**src/rtl/issue_ctrl.sv**
```systemverilog
// Single-slot issue controller between decode and execute.
// Holds one decoded instruction and queries the register scoreboard for its sources.
// It offers the instruction to execute once both sources are clear. In the issue cycle it
// marks the destination busy in the scoreboard.
// Optional feature: define ISSUE_STALL_CNT_EN to build the hazard-stall cycle counter.
module issue_ctrl #(
  parameter int unsigned RFADDR    = 5,
  parameter int unsigned PAYLOAD_W = 64
) (
  input  logic                 clk,
  input  logic                 reset_n,
  input  logic                 flush_i,
  input  logic                 in_valid_i,
  output logic                 in_ready_o,
  input  logic [RFADDR-1:0]    in_rs1_i,
  input  logic [RFADDR-1:0]    in_rs2_i,
  input  logic [RFADDR-1:0]    in_rd_i,
  input  logic [PAYLOAD_W-1:0] in_payload_i,
  output logic [RFADDR-1:0]    sb_query_1_o,
  output logic [RFADDR-1:0]    sb_query_2_o,
  input  logic                 sb_busy_1_i,
  input  logic                 sb_busy_2_i,
  output logic [RFADDR-1:0]    sb_mark_o,
  output logic                 out_valid_o,
  input  logic                 out_ready_i,
  output logic [RFADDR-1:0]    out_rd_o,
  output logic [PAYLOAD_W-1:0] out_payload_o,
  output logic [31:0]          stall_cycles_o
);

  typedef enum logic [1:0] {StEmpty, StStall, StOffer} state_e;

  // Only slot occupancy is stored; STALL vs OFFER comes from the live scoreboard every cycle,
  // so a busy bit cleared at an edge wakes the slot in the very next cycle.
  logic                 r_valid;
  logic [RFADDR-1:0]    r_rs1;
  logic [RFADDR-1:0]    r_rs2;
  logic [RFADDR-1:0]    r_rd;
  logic [PAYLOAD_W-1:0] r_payload;

  state_e w_state;
  logic   w_hazard;
  logic   w_accept;
  logic   w_issue;
  logic   w_valid_d;

  // Decode the current state and drive the handshake, query and mark outputs.
  always_comb begin
    w_hazard     = sb_busy_1_i | sb_busy_2_i;
    w_state      = StEmpty;
    if (r_valid) begin
      w_state = w_hazard ? StStall : StOffer;
    end
    in_ready_o   = 1'b0;
    out_valid_o  = 1'b0;
    sb_query_1_o = r_valid ? r_rs1 : '0;
    sb_query_2_o = r_valid ? r_rs2 : '0;
    unique case (w_state)
      StEmpty: in_ready_o = ~flush_i;
      StStall: in_ready_o = 1'b0;
      StOffer: begin
        out_valid_o = ~flush_i;
        in_ready_o  = ~flush_i & out_ready_i;
      end
      default: in_ready_o = 1'b0;
    endcase
    w_issue   = out_valid_o & out_ready_i;
    w_accept  = in_valid_i & in_ready_o;
    sb_mark_o = w_issue ? r_rd : '0;
  end

  // Next slot occupancy: flush beats accept, accept beats issue (back-to-back refill).
  always_comb begin
    w_valid_d = r_valid;
    if (flush_i) begin
      w_valid_d = 1'b0;
    end else if (w_accept) begin
      w_valid_d = 1'b1;
    end else if (w_issue) begin
      w_valid_d = 1'b0;
    end
  end

  // Slot state register.
  always_ff @(posedge clk or negedge reset_n) begin
    if (!reset_n) begin
      r_valid <= 1'b0;
    end else begin
      r_valid <= w_valid_d;
    end
  end

  // Slot contents, captured only on accept.
  always_ff @(posedge clk or negedge reset_n) begin
    if (!reset_n) begin
      r_rs1     <= '0;
      r_rs2     <= '0;
      r_rd      <= '0;
      r_payload <= '0;
    end else if (w_accept) begin
      r_rs1     <= in_rs1_i;
      r_rs2     <= in_rs2_i;
      r_rd      <= in_rd_i;
      r_payload <= in_payload_i;
    end
  end

  assign out_rd_o      = r_rd;
  assign out_payload_o = r_payload;

`ifdef ISSUE_STALL_CNT_EN
  logic [31:0] r_stall_cnt;

  // Count non-flush STALL cycles, saturating at all-ones.
  always_ff @(posedge clk or negedge reset_n) begin
    if (!reset_n) begin
      r_stall_cnt <= '0;
    end else if ((w_state == StStall) && !flush_i && (r_stall_cnt != 32'hFFFF_FFFF)) begin
      r_stall_cnt <= r_stall_cnt + 32'd1;
    end
  end

  assign stall_cycles_o = r_stall_cnt;
`else
  assign stall_cycles_o = 32'd0;
`endif

endmodule

```
**config.mk**
```make
export PLATFORM = sky130hd
export DESIGN_NAME = issue_ctrl
export DESIGN_NICKNAME = d
export VERILOG_FILES = /design/src/rtl/issue_ctrl.sv
export SDC_FILE = /design/constraint.sdc
export NUM_CORES = 1
export LEC_CHECK = 0
export BUFFER_PORTS_ARGS = -buffer_cell sky130_fd_sc_hd__buf_4
export CORE_AREA = 2 2 92 94
export DETAILED_ROUTE_END_ITERATION = 10
export DIE_AREA = 0 0 94 96
export GPL_TIMING_DRIVEN = 1
export PLACE_DENSITY = 0.78
export RECOVER_POWER = 100
export REMOVE_ABC_BUFFERS = 1
export SYNTH_ARGS = -nofsm -noshare
export SYNTH_HDL_FRONTEND = slang
export SYNTH_SLANG_ARGS = --single-unit
```
**constraint.sdc**
```tcl
create_clock -name clk -period 1.5 [get_ports clk]
set_input_delay 0.15 -clock clk [delete_from_list [all_inputs] [get_ports clk]]
set_output_delay 0.15 -clock clk [all_outputs]
set_load 0.01 [all_outputs]
```
==> summary.txt, run 1 <==
Outcome
  – Status: finished, final reports clean

STA
  – Final Critical Period: 1.43 ns
  – Max Slew Vio Count: 0
  – Clk_skew: 0.0149 ns
  – Post-route clock period utilization: 95.1%
  – Fmax: 0.701 GHz
  – Final Hold Viols: 0
  – Final setup violating endpoints: 0
  – Hold slack: 0.0231 ns

Place
  – Placed cells: 495
  – RePlAce Congestion: 0.648
  – Dpl hpwl: 5.39 mm
  – Input/output buffers: 171
  – DP Area: 4650 um^2

Finish
  – Design area: 4650 um^2
  – Final Net Count: 491
  – Area Overhead vs Synth: 38.4%
  – Layout Cells excl Fill: 515
  – Most common cell after layout, fill and taps aside: buf_4
  – Share of cells above drive strength 1: 47.6%
  – Most frequent cells in the layout: 97 x buf_4, 79 x dfrtp_1, 77 x clkbuf_1, 69 x mux2_2, 32 x conb_1
  – Ant diodes: 0
  – # fillers: 739

Hold path
  – Hold_sp: in_payload_i[58]
  – Worst Hold Path EP: out_payload_o[58]
  – Hold path cells: 2
  – Hold WC Path Type: input pin to register

Pwr
  – Peak supply drop: 0.674 mV
  – Power per cell area: 1270 nW/um^2
  – Leak: 2.12 nW

Synthesis
  – Cells after Synth: 224
  – Ys flop type: dfrtp_1
  – Post-synthesis register bit count: 80
  – Unique masters post-synth: 15
  – Number of flops mapped to enable cells by yosys: 0
  – Synth Warn #: 0
  – Asr flop ratio synth: 100%
  – Synth Cell Area: 3360 um^2
  – Register area share after synthesis: 59.6%
  – Syn Area/Cell: 15.0 um^2

Drt
  – Avg WL per Cell: 13.8 um
  – Drt total wl: 7.10 mm
  – Post-route ant nets: 0
  – Vias: 2313
  – 1st-iter DRT viols: 43
  – Via density per instance: 4.49
  – DRC: 0
  – Pre-antenna DRT Iters: 3

Clocking
  – CTS tree: built
  – TritonCTS buffer count: 9
  – Sink Count: 80
  – Clock-pin transition on the worst setup and hold timing paths: 0.09 ns
  – Clock root cell: clkbuf_8
  – Worst skew pair latency: 0.34 ns
  – Clock Tree Buf Depth: 2
  – Htree depth: 3

Die
  – Die area: 9020 um^2
  – Initial Util: 41.7%
  – Io pins: 204
  – # rows: 33
  – Core area: 8050 um^2
  – Die Y-Extent: 96 um
  – Die Span X: 94 um

Setup path
  – Critical path's top delay family: flip-flops
  – R2R Path Start: r_valid
  – Setup CP Type: register to output port
  – Reg2reg end: out_payload_o[31]
  – Crit Path Max Fanout: 6
  – Startpoint Class: register
  – Slowest Stage Delay on Critical Path: 0.43 ns
  – Worst Setup End Kind: output port
  – CP Data Arrival Time: 1.28 ns
  – Cell Chain, Critical Path: nand2b_4 -> nor2_4 -> and2_1 -> buf_4
  – Crit-path slowest cell: dfrtp_2
  – Worst R2R Path Depth: 3
  – Worst path bufs/invs: 1
  – Crit path required time: 1.35 ns
  – Reg2reg setup slack: 0.09 ns

Global route
  – All-Layer GR Usage: 15.8%
  – Gr ovfl total: 0
  – Vias in the first global route: 2316
  – Largest net degree at the start of global routing: 81
  – First-pass GRT wire length: 11.0 mm
  – Initial antenna violation count: 0

Job
  – Max-Cap Viols: 0
==> logic make-up (layout without fill, tap and decap cells) <==
group | after synthesis | after routing | synth area share, %
flip-flops | 80 | 80 | 59.6
multiplexers | 79 | 79 | 26.5
buffers and inverters | 41 | 196 | 9.27
AND/OR/NAND/NOR | 20 | 20 | 3.76
AO/OA/AOI/OAI | 3 | 3 | 0.782
other | 1 | 32 | 0.112
==> stage by stage <==
step	setup slack, ns	total power, mW	TNS [ns]	util [%]
2_1_floorplan	-0.954	3.58	-74.93	-
3_3_place_gp	-0.142	4.57	-10.86	57.8
3_5_place_dp	-0.174	4.63	-12.34	57.8
4_1_cts	0.00601	6.33	0	60.9
5_1_grt	-0.0171	6.27	-0.0190	57.8
6_report	0.0737	5.92	0	57.8
==> synth_stat cells (2+ instances only) <==
cell	number	area [um^2]
and2_1	15	93.8
buf_4	38	285
buf_6	2	22.5
dfrtp_1	80	2000
mux2_1	10	113
mux2_2	69	777
nand2b_1	2	12.5
==> per-layer routing <==
| metal | part of all wire [%] | wire (um) | GRT usage, % | up-vias |
|---|---|---|---|---|
| li1 | - | - | - | 1062 |
| met1 | 37 | 2650 | 18.2 | 1140 |
| met2 | 54 | 3810 | 27.5 | 106 |
| met3 | 8.2 | 581 | 6.03 | 5 |
| met4 | 0.72 | 51 | 4.71 | 0 |
| met5 | 0 | 0 | 0 | - |
==> area by class of cell <==
cell class                      instances  area [um^2]  share of cell area (%)
Timing Repair Buffer                  180         1120                    24.1
Tap cell                              105          131                    2.82
Clock inverter                          5         81.3                    1.75
Clock buffer                           11          131                    2.82
Multi-Input combinational cell        134         1180                    25.5
Sequential cell                        80         2000                    43.1
==> registers in the layout (all words and copies together) (netlist names) <==
name,flops
out_payload_o,64
r_rs2,5
r_valid,1
r_rs1,5
out_rd_o,5
==> worst max path at each step <==
stage	slack [ns]	start	depth (start not counted)	endpoint
floorplan	-0.95	sb_busy_2_i	3	out_payload_o[0]
global route	-0.02	r_valid	4	sb_mark_o[4]
finish	0.07	r_valid	4	sb_mark_o[4]
detailed placement	-0.17	sb_busy_2_i	5	out_payload_o[31]
global placement	-0.14	sb_busy_2_i	5	out_payload_o[27]
CTS	0.006	r_valid	4	sb_mark_o[2]
==> power by group <==
| group | internal, mW | switching, mW | leakage, nW |
|---|---|---|---|
| Sequential | 2.61 | 0.231 | 0.941 |
| Combinational | 0.720 | 0.685 | 1.08 |
| Clock | 0.939 | 0.740 | 0.104 |
==> timing repair <==
| action | CTS | global route |
|---|---|---|
| setup buffers | 2 | 1 |
| resized for setup | 2 | 8 |
| endpoints found under the setup margin | 5 | 6 |
| pin swaps | 1 | 4 |
| hold buffers | 1 | 0 |
| endpoints found under the hold margin | 80 | 0 |
| cloned | 0 | 0 |
No activity file was read; power rests on OpenSTA's default activity.
==> run 2: changes to the inputs <==
--- a/config.mk
+++ b/config.mk
@@ -10,7 +10,7 @@
 export DETAILED_ROUTE_END_ITERATION = 10
 export DIE_AREA = 0 0 94 96
 export GPL_TIMING_DRIVEN = 1
-export PLACE_DENSITY = 0.78
+export PLACE_DENSITY_LB_ADDON = 0.2
 export RECOVER_POWER = 100
 export REMOVE_ABC_BUFFERS = 1
 export SYNTH_ARGS = -nofsm -noshare
==> summary.txt, run 2 (same netlist as run 1, synthesis figures left out) <==
Outcome
  – Status: finished, final reports clean

Drt
  – DRC: 0 (unchanged)
  – 1st-iter DRT viols: 38 (-12%)
  – Vias: 2281 (-1.4%)
  – Avg WL per Cell: 13.7 um (-0.68%)
  – Pre-antenna DRT Iters: 4 (+1)
  – Post-route ant nets: 0 (unchanged)
  – Drt total wl: 7.02 mm (-1.1%)
  – Via density per instance: 4.45 (-1.0%)

Setup path
  – Worst Setup End Kind: register
  – Crit path required time: 1.72 ns (+0.37 ns)
  – Crit Path Max Fanout: 41 (+35)
  – Setup CP Type: register to register
  – CP Data Arrival Time: 1.64 ns (+0.36 ns)
  – Startpoint Class: register
  – Reg2reg setup slack: 0.08 ns (about the same)

Global route
  – All-Layer GR Usage: 15.4% (-0.37 points)
  – First-pass GRT wire length: 10.7 mm (-2.8%)
  – Initial antenna violation count: 0 (unchanged)
  – Largest net degree at the start of global routing: 81 (unchanged)
  – Gr ovfl total: 0 (unchanged)
  – Vias in the first global route: 2291 (-1.1%)

Pwr
  – Sequential power share: 46.6% (-1.3 points)
  – Leak: 2.12 nW (-0.18%)
  – Logic gate share of total power: 23.0% (-0.7 points)
  – Clock share of power: 30.4% (+2.0 points)
  – Internal: 4.42 mW (+3.6%)
  – Peak supply drop: 0.656 mV (-2.8%)
  – Power per cell area: 1300 nW/um^2 (+2.5%)
  – Switching portion of total power: 27.1% (-0.87 points)
  – P_sw: 1.64 mW (-0.85%)

STA
  – Final Critical Period: 1.42 ns (-0.00292 ns)
  – Fmax: 0.703 GHz (+0.21%)
  – Max Slew Vio Count: 0 (unchanged)
  – Final Hold Viols: 0 (unchanged)
  – RSZ-0062 raised after global routing: false
  – Final setup violating endpoints: 0 (unchanged)
  – Post-route clock period utilization: 94.9% (-0.19 points)
  – Clk_skew: 0.0165 ns (+0.00161 ns)
  – Final TNS setup: 0 ns (unchanged)

Clocking
  – TritonCTS buffer count: 9 (unchanged)
  – Htree depth: 3 (unchanged)
  – Clock-pin transition on the worst setup and hold timing paths: 0.09 ns (about the same)
  – Sink Count: 80 (unchanged)
  – Clock root cell: clkbuf_8
  – Clock Tree Buf Depth: 2 (unchanged)
  – Worst skew pair latency: 0.34 ns (about the same)
  – CTS tree: built

Hold path
  – Hold WC Path Type: input pin to register

Die
  – Die Y-Extent: 96 um (unchanged)
  – # rows: 33 (unchanged)
  – Die area: 9020 um^2 (unchanged)
  – Initial Util: 41.7% (unchanged)
  – Core area: 8050 um^2 (unchanged)
  – Die Span X: 94 um (unchanged)
  – Io pins: 204 (unchanged)

Place
  – Input/output buffers: 171 (unchanged)
  – Dpl hpwl: 5.29 mm (-1.8%)
  – RePlAce Congestion: 0.680 (+5.0%)
  – DP Area: 4660 um^2 (+0.16%)

Finish
  – Most frequent cells in the layout: 99 x buf_4, 79 x dfrtp_1, 77 x clkbuf_1, 69 x mux2_2, 32 x conb_1
  – Final core utilization: 57.7% (-0.078 points)
  – Final Net Count: 490 (-0.20%)
  – # fillers: 731 (-1.1%)
  – Share of cells above drive strength 1: 46.6% (-0.99 points)
  – Ant diodes: 0 (unchanged)
  – Most common cell after layout, fill and taps aside: buf_4
  – Design area: 4640 um^2 (-0.13%)
  – Largest register FFs: 64 (unchanged)
  – Area Overhead vs Synth: 38.2%

Job
  – Max-Cap Viols: 0 (unchanged)
-- run 2: changes by cell type in the layout (fill, tap and decap cells not counted), moves of 2 or more --
cell,before,now
buf_4,97,99
buf_6,3,0
and2_4,3,0
and2_1,7,11
-- run 2: metal layers --
metal	up-vias	GRT usage (%)	part of all wire [%]
li1	1056	-	-
met1	1082	17.7	39
met2	132	25.3	48
met3	11	6.58	12
met4	0	6.88	1.7
met5	-	0	0
-- run 2: path summary, 6_finish.rpt --
kind / start / cells past startpoint / endpoint
setup / recovery: r_valid / 3 / out_payload_o[33]
hold / removal: in_payload_i[50] / 2 / out_payload_o[50]
setup reg to reg: r_valid / 3 / out_payload_o[33]
hold reg to reg: out_payload_o[55] / 1 / out_payload_o[55]
max in group asynchronous: reset_n / 3 / r_valid
min in group asynchronous: reset_n / 3 / out_payload_o[38]
-- run 2: final cells by class --
type / count / area (um^2) / share of cell area (%)
Multi-Input combinational cell: 134 / 1180 / 25.4
Clock inverter: 5 / 106 / 2.29
Timing Repair Buffer: 179 / 1100 / 23.7
Tap cell: 105 / 131 / 2.83
Clock buffer: 10 / 128 / 2.75
Sequential cell: 80 / 2000 / 43.1
-- run 2: power by group through the flow --
stage	Sequential, mW	Clock (mW)	Combinational [mW]
finish	2.83	1.84	1.39
global route	2.90	2.00	1.53
detailed placement	2.88	0	1.75
floorplan	3.04	0	0.539
global placement	2.86	0	1.71
CTS	2.84	1.90	1.75
-- run 2: worst max-delay path, cell delays in order (launching register included) --
cell and delay [ns]:
dfrtp_2 0.45, a21oi_4 0.21, buf_12 0.25, mux2_2 0.37
-- run 2: through the flow --
stage                     setup slack, ns  power (mW)  hold slack, ns  std cells
final                              0.0766        6.06          0.0235        513
after global routing               0.0142        6.43        0.000594        513
after CTS                          0.0187        6.50         0.00555        513
after detailed placement           -0.175        4.63           0.213        496
after global placement             -0.150        4.57           0.215        496
after floorplan                    -0.954        3.58          -0.146        214
-- run 2: what timing repair did --
item / in CTS / in global routing
setup endpoints to repair: 5 / 6
gates resized for setup: 2 / 2
pin swaps: 1 / 1
hold endpoints to repair: 80 / 0
buffers inserted: 1 / 0
hold buffers: 1 / 0
